==> src/rtl/a21_keypad_pkg.sv <==
// a21_keypad_pkg: keypad matrix geometry and 16-bit key-vector helpers
package a21_keypad_pkg;
    localparam int N_COLS = 4;
    localparam int N_ROWS = 4;
    localparam int KEY_W  = 4;

    function automatic logic is_onehot16(input logic [15:0] v);
        return v != 16'h0 && (v & (v - 16'h1)) == 16'h0;
    endfunction

    function automatic logic [KEY_W-1:0] enc16(input logic [15:0] v);
        enc16 = '0;
        for (int i = 0; i < 16; i++)
            if (v[i]) enc16 = KEY_W'(i);
    endfunction
endpackage

==> src/rtl/a21_prescaler.sv <==
// a21_prescaler: free-running divider, tick high for one clock every PRESCALE+1 clocks
module a21_prescaler #(
    parameter int PRESCALE = 10000
) (
    input  logic CLK,
    input  logic RSTn,
    output logic tick
);
    localparam int W = PRESCALE > 0 ? $clog2(PRESCALE + 1) : 1;

    logic [W-1:0] count;

    assign tick = count == W'(PRESCALE);

    always_ff @(posedge CLK or negedge RSTn)
        if (!RSTn) count <= '0;
        else       count <= tick ? '0 : count + 1'b1;
endmodule

==> src/rtl/a21_keypad_scan.sv <==
// a21_keypad_scan: 4x4 keypad column scanner with whole-frame debounce and
// single-press events for the game logic.
module a21_keypad_scan
    import a21_keypad_pkg::*;
#(
    parameter int PRESCALE       = 10000,
    parameter int DEBOUNCE_SCANS = 4
) (
    input  logic              CLK,
    input  logic              RSTn,
    input  logic [N_ROWS-1:0] rowIn,
    output logic [N_COLS-1:0] colOut,
    output logic [KEY_W-1:0]  keyCode,
    output logic              keyValid,
    output logic              keyHeld
);
    localparam logic [3:0] CNT_MAX = 4'(DEBOUNCE_SCANS - 1);

    logic        tick;
    logic [3:0]  row_meta, row_sync;
    logic [1:0]  col;
    logic [15:0] frame, full, cand, stable;
    logic [3:0]  cnt, cnt_inc;
    logic        match, accept;

    a21_prescaler #(.PRESCALE(PRESCALE)) u_pre (.CLK(CLK), .RSTn(RSTn), .tick(tick));

    assign colOut = ~(4'b0001 << col);

    // full is the frame as it will look after this tick's capture, so the
    // completing tick debounces a frame that includes column 3
    always_comb begin
        full = frame;
        full[{col, 2'b00} +: 4] = ~row_sync;
        cnt_inc = cnt == CNT_MAX ? cnt : cnt + 4'd1;
        match = full == cand;
        accept = match && cnt_inc == CNT_MAX && full != stable;
    end

    always_ff @(posedge CLK or negedge RSTn)
        if (!RSTn) begin
            row_meta <= '0;
            row_sync <= '0;
            col      <= '0;
            frame    <= '0;
            cand     <= '0;
            cnt      <= '0;
            stable   <= '0;
            keyCode  <= '0;
            keyValid <= 1'b0;
            keyHeld  <= 1'b0;
        end else begin
            row_meta <= rowIn;
            row_sync <= row_meta;
            keyValid <= 1'b0;
            if (tick) begin
                frame <= full;
                col   <= col + 2'd1;
                if (col == 2'd3) begin
                    cand <= full;
                    cnt  <= match ? cnt_inc : 4'd0;
                    if (accept) begin
                        stable  <= full;
                        keyHeld <= |full;
                        // only a lone key pressed from an all-released matrix is an event
                        if (stable == 16'h0 && is_onehot16(full)) begin
                            keyValid <= 1'b1;
                            keyCode  <= enc16(full);
                        end
                    end
                end
            end
        end
endmodule

==> config.mk <==
export PLATFORM = sky130hd
export DESIGN_NAME = a21_keypad_scan
export DESIGN_NICKNAME = d
export VERILOG_FILES = /design/src/rtl/a21_keypad_pkg.sv /design/src/rtl/a21_prescaler.sv /design/src/rtl/a21_keypad_scan.sv
export SDC_FILE = /design/constraint.sdc
export NUM_CORES = 1
export LEC_CHECK = 0
export CAP_MARGIN = 20
export CORE_UTILIZATION = 50
export CTS_CLUSTER_DIAMETER = 80
export DETAILED_ROUTE_END_ITERATION = 8
export DONT_BUFFER_PORTS = 1
export GPL_ROUTABILITY_DRIVEN = 0
export PLACE_DENSITY_LB_ADDON = 0.3
export SLEW_MARGIN = 20
export SYNTH_ARGS = -nofsm -noshare
export SYNTH_HDL_FRONTEND = slang
export SYNTH_SLANG_ARGS = --single-unit
==> constraint.sdc <==
create_clock -name CLK -period 4.3 [get_ports CLK]
set_input_delay 0.86 -clock CLK [delete_from_list [all_inputs] [get_ports CLK]]
set_output_delay 0.86 -clock CLK [all_outputs]
set_load 0.02 [all_outputs]
; ---- Word-level counts from Yosys, hierarchy flattened
; Index checks and enable logic that the tools add are counted.
; Widths: inputs -> output; s select.
[totals]
regBits = 82
inputBits = 6
out_inout_bits = 10
word_cells = 62
[op_classes]
addsub = 5
eq_ne = 6
shift = 3
mux = 23
bitwise_logic = 3
reduce_logical = 11
[ops]
columns = operator, count
row1 = $mux 4, 16
row2 = $logic_not 16->1, 2
row3 = $and 16x16->16, 1
row4 = $bwmux 16, 1
row5 = $eq 16x16->1, 1
row6 = $ne 16x16->1, 1
row7 = $reduce_bool 16->1, 1
row8 = $reduce_or 16->1, 1
row9 = $shift 4x6->16 const A, 1
row10 = $shiftx 4x6->16, 1
row11 = $sub 16x1->16 const B, 1
row12 = $add 14x1->14 const B, 1
row13 = $eq 14x14->1 const B, 1
row14 = $mux 14, 1
row15 = $eq 4x2->1 const B, 2
row16 = $not 4->4, 2
row17 = $neg 4->6, 1
row18 = $mux 1, 5
row19 = $add 4x1->4 const B, 1
row20 = $logic_and 1x1->1, 4
row21 = $reduce_and 4->1, 1
row22 = $shl 1x2->4 const A, 1
row23 = $reduce_and 3->1, 1
row24 = $add 2x1->2 const B, 1
row25 = 2 further kinds, 2

; ---- Longest topological paths before layout
; Gate-level depths: netlist of the first run.
[logic_depth]
ltp_word = 18
mapped_depth = 13
mapped_depth_nobuf = 10

; ---- Hierarchy
; From an unflattened synthesis of the first run, not the netlist that was laid out.
[unflattened]
hier_cells = 488
hier_area_um2 = 4639.4
[modules_own_cells]
columns = module, instances, cells_each, area_per_inst_um2, seq_area_each_um2
row1 = a21_keypad_scan, 1, 419, 3907.5, 1701.6
row2 = a21_prescaler, 1, 69, 732.0, 350.3

; ---- Least setup slack after synthesis of the first run
; OpenSTA, ideal clock, no wires.
[synth_path]
kind = reg2reg
startpoint = register col[0]
endpoint = register keyHeld
setup_time_ns = 0.125
t_arrival_ns = 3.512
t_required_ns = 4.175
slack_ns = 0.664
path_stages_with_launch = 13
path_buffers = 3
period_less_slack_ns = 3.636
path_cell_list = dfrtp_1 > buf_2 > inv_1 > ha_1 > buf_2 > nand4bb_1 > o32ai_1 > xor2_1 > nor4_1 > nand3_1 > a211oi_4 > buf_4 > mux2_2
[synth_via]
elab_chain_len = 7
elab_cells_between_ends = 11
cone_classes = add/sub (1) / eq/ne (3) / shift (2) / mux (1) / reduce/logical (4)
[synth_lines]
columns = item, line_no
row1 = from (decl), a21_keypad_scan.sv:21  ; logic [1:0] col;
row2 = from (signal assigned), a21_keypad_scan.sv:58  ; col <= col + 2'd1;
row3 = $neg 4->6, a21_keypad_scan.sv:34  ; full[{col, 2'b00} +: 4] = ~row_sync;
row4 = $shiftx 4x6->16 or $shift 4x6->16 (tied branches), a21_keypad_scan.sv:34
row5 = $bwmux 16, a21_keypad_scan.sv:34
row6 = $eq 16x16->1, a21_keypad_scan.sv:36  ; match = full == cand;
row7 = $logic_and 1x1->1 (2 in a row), a21_keypad_scan.sv:37  ; accept = match && cnt_inc == CNT_MAX && full != stable;
row8 = $reduce_and 3->1 (no source line), -
row9 = to (signal assigned), a21_keypad_scan.sv:64  ; keyHeld <= |full;
row10 = to (decl), a21_keypad_scan.sv:15  ; output logic keyHeld
; Several ways; a longest one is shown, not always the timed one.
; A chain may end at the register's enable or synchronous reset.

; ---- Worst setup path after layout of the first run
[layout_path]
startpoint = register col[0]
endpoint = register stable[2]
[layout_via]
elab_chain_len = 7
elab_cells_between_ends = 10
cone_classes = add/sub (1) / eq/ne (3) / shift (2) / mux (1) / reduce/logical (3)
[layout_lines]
columns = item, line_no
row1 = $neg 4->6, a21_keypad_scan.sv:34
row2 = $shiftx 4x6->16 or $shift 4x6->16 (tied branches), a21_keypad_scan.sv:34
row3 = $bwmux 16, a21_keypad_scan.sv:34
row4 = $eq 16x16->1, a21_keypad_scan.sv:36
row5 = $logic_and 1x1->1 (2 in a row), a21_keypad_scan.sv:37
row6 = $reduce_and 3->1 (no source line), -
row7 = to (signal assigned), a21_keypad_scan.sv:63  ; stable <= full;
row8 = to (decl), a21_keypad_scan.sv:22  ; logic [15:0] frame, full, cand, stable;
; Several ways; a longest one is shown, not always the timed one.

==> results.yml, run 1 <==
status:
  status: "finished, final reports clean"
global_routing:
  grt_pass1_wl_um: 17730
  grt_usage_pct: 24.11
  grt_overflow: 0
  grt_max_degree: 83
  antenna_found_initial: 0
  grt_pass1_vias: 3382
timing:
  hold_viol: 0
  final_max_slew_viol_count: 0
  finalCritPeriodShare_pct: 94.87
  grt_setup_unrepaired: "no"
  fin_tns_setup_ns: 0
  slew_headroom_pct: 41.36
  worst_hold_slack_ns: 0.1827
  finalSetupViolations: 0
  finClkSkew_ns: 0.01006
  worst_pin_slew_ns: 0.8774
  fin_crit_ns: 4.079
  fmax_mhz: 245.1
detailed_routing:
  drtIter0Drc: 326
  drc: 0
  num_vias: 3557
  ant_nets: 0
  wl_um: 10890
  dr.pass1.iters: 5
  viasPerCell: 6.101
  post_drt_wl_per_cell_um: 18.67
power:
  power_density_nw_per_um2: 293.2
  ir_worst_vdd_mv: 0.2137
  leakage_uw: 0.002128
synthesis:
  synth.largest_area_cell: "dfrtp_1"
  synth_edf_count: 0
  synth.area.top_cells: "dfrtp_1 (45%), xnor2_1 (6.2%), nand2_1 (4.6%)"
  synthTopCellsByCount: "dfrtp_1 (82), nand2_1 (55), o21ai_0 (39), nor2_1 (36), xnor2_1 (32)"
  synthFlopType: "dfrtp_1"
  syn_avg_cell_area_um2: 9.719
  synth-seq-cells: 82
  synth_most_common_cell: "dfrtp_1"
  synth_top_area_share_pct: 45.40
  synthArstFlopShare_pct: 100.0
  synth_warnings: 0
  syn_area_um2: 4519
  synth_cells: 465
  yosysSeqAreaShare_pct: 45.40
  syn-num-nets: 479
  ys_types: 68
cells_and_area:
  drive_gt1_share_pct: 12.00
  n_antenna_cell: 0
  num-nets-final: 484
  syn2layout_area_growth_pct: 8.167
clock_network:
  cts_setup_buffers: 0
  clock_latency_ns: 0.37
  htreeDepth: 3
  clk_pin_slew_ns: 0.08
  tritoncts: "built"
  cts_num_sinks: 82
  clockRootBuffer: "clkbuf_8"
  cts_buffer_depth: 2
  cts_made_buffers: 9
setup_path:
  cp-end-kind: "register"
  reg2reg_depth: 10
  cp.required_ns: 4.55
  critPathMaxFanout: 17
  crit_path_start_kind: "register"
  ff2ff_setup_slack_ns: 0.22
  rr_startpoint: "col[0]"
  cp.arrival_ns: 4.33
  critPathKind: "register to register"
  r2r_end: "stable[2]"
floorplanning:
  start_util_pct: 51.82
  dieArea_um2: 9423
  core_area_um2: 8721
  die_w_um: 97.07
  pin_count: 16
  die_y_um: 97.07
  rows: 34
placement:
  dpl.hpwl_um: 7838
  port-buffer-count: 0
hold_path:
  hp-class: "input pin to asynchronous set/reset pin"
run:
  maxCapViolations: 0
## cell families (layout without fill, tap and decap cells)
kind of cell	after synthesis	in the layout	synth area share, %
and+or+nand+nor	169	169	19.52
AOI/OAI and AO/OA	102	102	15.59
DFF	82	82	45.40
xor gates and xnor gates	39	39	7.558
buffers and inverters	39	49	3.488
muxes	25	25	6.008
adders and majority gates	9	9	2.436
## timing repair
| item | in CTS | in global routing |
|---|---|---|
| gates resized for setup | 0 | 2 |
| setup endpoints to repair | 0 | 4 |
| hold buffers | 0 | 0 |
## through the flow
| stage | setup WS [ns] | utilization, % | cell area, um^2 | total power [uW] | instances |
|---|---|---|---|---|---|
| 6_report | 0.2207 | 56.05 | 4888 | 1433 | 583 |
| 5_1_grt | 0.09714 | 56.05 | 4888 | 1481 | 583 |
| 4_1_cts | 0.3241 | 55.93 | 4877 | 1442 | 583 |
| 3_5_place_dp | 0.3572 | 53.41 | 4658 | 821.3 | 567 |
| 3_3_place_gp | 0.3563 | 53.41 | 4658 | 821.3 | 567 |
| 2_1_floorplan | 0.6635 | - | 4519 | 812.0 | 465 |
## worst max-delay path by stage
stage	startpoint	cells past startpoint	to
after global placement	col[0]	10	stable[2]
after global routing	col[0]	10	stable[2]
final	col[0]	10	stable[2]
after floorplan	col[0]	12	keyHeld
after CTS	col[0]	10	stable[2]
after detailed placement	col[0]	10	stable[2]
## worst max-delay path, cell delays in order, from the launching register on
cell,delay [ns]
dfrtp_1,0.65
inv_1,0.20
ha_2,0.48
or4b_4,0.53
o21a_1,0.33
xnor2_1,0.19
nor4_1,0.38
nand3_1,0.23
a211oi_4,0.27
buf_4,0.32
mux2_2,0.37
## area by class of cell
| type | count | area [um^2] |
|---|---|---|
| Multi-Input combinational cell | 344 | 2321 |
| Fill cell | 756 | 3832 |
| Tap cell | 108 | 135.1 |
| Inverter | 23 | 86.33 |
| Clock buffer | 11 | 141.4 |
| Sequential cell | 82 | 2052 |
| Timing Repair Buffer | 10 | 75.07 |
| Clock inverter | 5 | 77.57 |
## cells in the final DEF, fill, tap and decap left out, types with 3 or more instances in the layout
cell / instances
nor4_1: 11
buf_4: 10
o21a_1: 4
a21oi_2: 3
a21oi_1: 14
o211ai_1: 3
mux2i_1: 8
and3_1: 3
nand2b_1: 11
nand3_1: 15
inv_1: 22
dfrtp_1: 82
a22oi_1: 3
nand2_1: 55
o21ai_0: 39
o32ai_1: 5
and2_1: 6
a21o_1: 4
clkbuf_8: 10
ha_1: 7
xor2_1: 7
xnor2_1: 32
nand4b_1: 3
o22ai_1: 3
nor3_1: 6
mux2_1: 3
mux2_2: 14
nor2_1: 36
nor4b_1: 3
## per-layer routing
layer / up-vias / routed length [um] / share of wire (%) / global-route usage (%)
met1: 1722 / 4923 / 45 / 34.12
met5: - / 0 / 0 / 0
met2: 156 / 4745 / 44 / 34.89
met4: 0 / 308 / 2.8 / 9.759
li1: 1653 / - / - / -
met3: 26 / 909 / 8.4 / 6.763
## flip-flops by register name (all words and copies together), names as in the netlist
register / count
cand: 16
cnt: 4
col: 2
frame: 16
keyCode: 4
keyHeld: 1
keyValid: 1
row_meta: 4
row_sync: 4
stable: 16
u_pre.count: 14
## power breakdown
part           switching [uW]  total, uW  leakage (uW)  internal, uW
logic                    17.0       28.5      0.000906          11.5
registers                4.41        779       0.00111           774
clock network             285        626      0.000109           341
Power figures use the tool's default switching activity.
==> run 2: changes to the inputs <==
CORE_MARGIN = 2   (was default)
==> run 2 against run 1 <==
Compared with the run above: sequential power hardly changed; critical path type unchanged; critical endpoint is now cnt[0]; clock power is 21% higher; first-iteration DRC count is 27% lower.
==> results.yml, run 2 (synthesis gave the netlist of run 1 again) <==
setup_path:
  cp-startpoint: "col[1]"
  cp-end-kind: "register"
  crit_path_start_kind: "register"
  rr_startpoint: "col[1]"
  cp.arrival_ns: 4.11
  critPathKind: "register to register"
  critPathMaxFanout: 12
  cp.required_ns: 4.60
cells_and_area:
  final_cell_mix: "dfrtp_1 (82), nand2_1 (55), o21ai_0 (39)"
  drive_gt1_share_pct: 12.18
  n_antenna_cell: 0
  num-nets-final: 485
  syn2layout_area_growth_pct: 9.302
  top_regs: "cand x16, frame x16, stable x16"
  layout_commonest_cell: "dfrtp_1"
timing:
  fin_tns_setup_ns: 0
  finalSetupViolations: 0
  finalCritPeriodShare_pct: 88.60
  worst_pin_slew_ns: 0.9409
  fmax_mhz: 262.5
  slew_headroom_pct: 37.12
  final_max_slew_viol_count: 0
  grt_setup_unrepaired: "no"
  hold_viol: 0
  finClkSkew_ns: 0.008926
  fin_crit_ns: 3.810
clock_network:
  cts_num_sinks: 82
  clock_latency_ns: 0.37
  hold_buffers: 0
  clk_pin_slew_ns: 0.09
  htreeDepth: 3
  clockRootBuffer: "clkbuf_8"
  cts_buffer_depth: 2
  cts_made_buffers: 9
  tritoncts: "built"
  cts_setup_buffers: 0
  post_cts_resized: 0
power:
  swShare_pct: 20.10
  power_frac_clock_pct: 48.3
  leakage_uw: 0.002148
  ir_worst_vdd_mv: 0.2330
  power.internal_uw: 1248
  p_total_uw: 1562
  combPwrFrac_pct: 1.8
  pwr-share-seq_pct: 49.9
  power_density_nw_per_um2: 316.1
  switchingPower_uw: 313.9
detailed_routing:
  dr.pass1.iters: 5
  ant_nets: 0
  wl_um: 10640
  post_drt_wl_per_cell_um: 18.21
  viasPerCell: 6.043
  drc: 0
  drtIter0Drc: 238
  num_vias: 3529
floorplanning:
  pin_count: 16
  rows: 34
  die_y_um: 99.07
  die_w_um: 99.07
  dieArea_um2: 9815
  core_area_um2: 8763
  start_util_pct: 51.57
placement:
  dpl.hpwl_um: 7591
  port-buffer-count: 0
hold_path:
  hp-class: "input pin to asynchronous set/reset pin"
status:
  status: "finished, final reports clean"
global_routing:
  grt_overflow: 0
  antenna_found_initial: 0
  grt_usage_pct: 22.71
  grt_pass1_wl_um: 17450
  grt_max_degree: 83
  grt_pass1_vias: 3340
run:
  maxCapViolations: 0
## run 2: worst max-delay path, cell delays in order (launching register included)
cell and delay [ns]:
dfrtp_1 0.39, inv_1 0.10, ha_1 0.48, nor4b_2 0.58
a22oi_1 0.40, a221oi_1 0.43, nand3_1 0.23, nand3b_1 0.36
o311ai_0 0.53, mux2_2 0.25
## run 2: per-layer routing
metal  vias up  part of all wire (%)  GRT usage (%)
li1       1652                     -              -
met1      1705                    46          33.49
met2       153                    45          33.37
met3        19                   6.7          3.972
met4         0                   2.2          8.957
met5         -                     0              0
## run 2: path summary, 6_finish.rpt
kind	to	slack (ns)	cells past startpoint
max	cnt[0]	0.49	9
min in group CLK	row_sync[1]	0.36	0
min	cand[6]	0.17	0
max reg2reg	cnt[0]	0.49	9
max in group asynchronous	cand[1]	4.00	0
min reg2reg	row_sync[1]	0.36	0
## run 2: final cells by class
type	instances	area, um^2
sequential	82	2052
clock inverter	6	136.4
clock buffer	10	137.6
inverter	23	86.33
tap	108	135.1
timing repair buffer	11	82.58
fill	764	3824
multi-input combinational	344	2310
## run 2: per-stage QoR
step / setup WS, ns / cell area [um^2] / hold slack, ns / utilization [%] / instances
6_report: 0.4901 / 4940 / 0.1739 / 56.37 / 584
5_1_grt: 0.2457 / 4940 / 0.1674 / 56.37 / 584
4_1_cts: 0.5699 / 4940 / 0.1656 / 56.37 / 584
3_5_place_dp: 0.5870 / 4666 / 0.3394 / 53.24 / 568
3_3_place_gp: 0.6137 / 4666 / 0.3330 / 53.24 / 568
2_1_floorplan: 0.6635 / 4519 / 0.3312 / - / 465
## run 2: power by group through the flow
stage | logic, uW | registers [uW] | clock network [uW]
floorplan | 20.5 | 791 | 0
global placement | 27.2 | 794 | 0
detailed placement | 27.3 | 794 | 0
CTS | 27.5 | 778 | 763
global route | 30.6 | 779 | 788
finish | 28.2 | 779 | 755
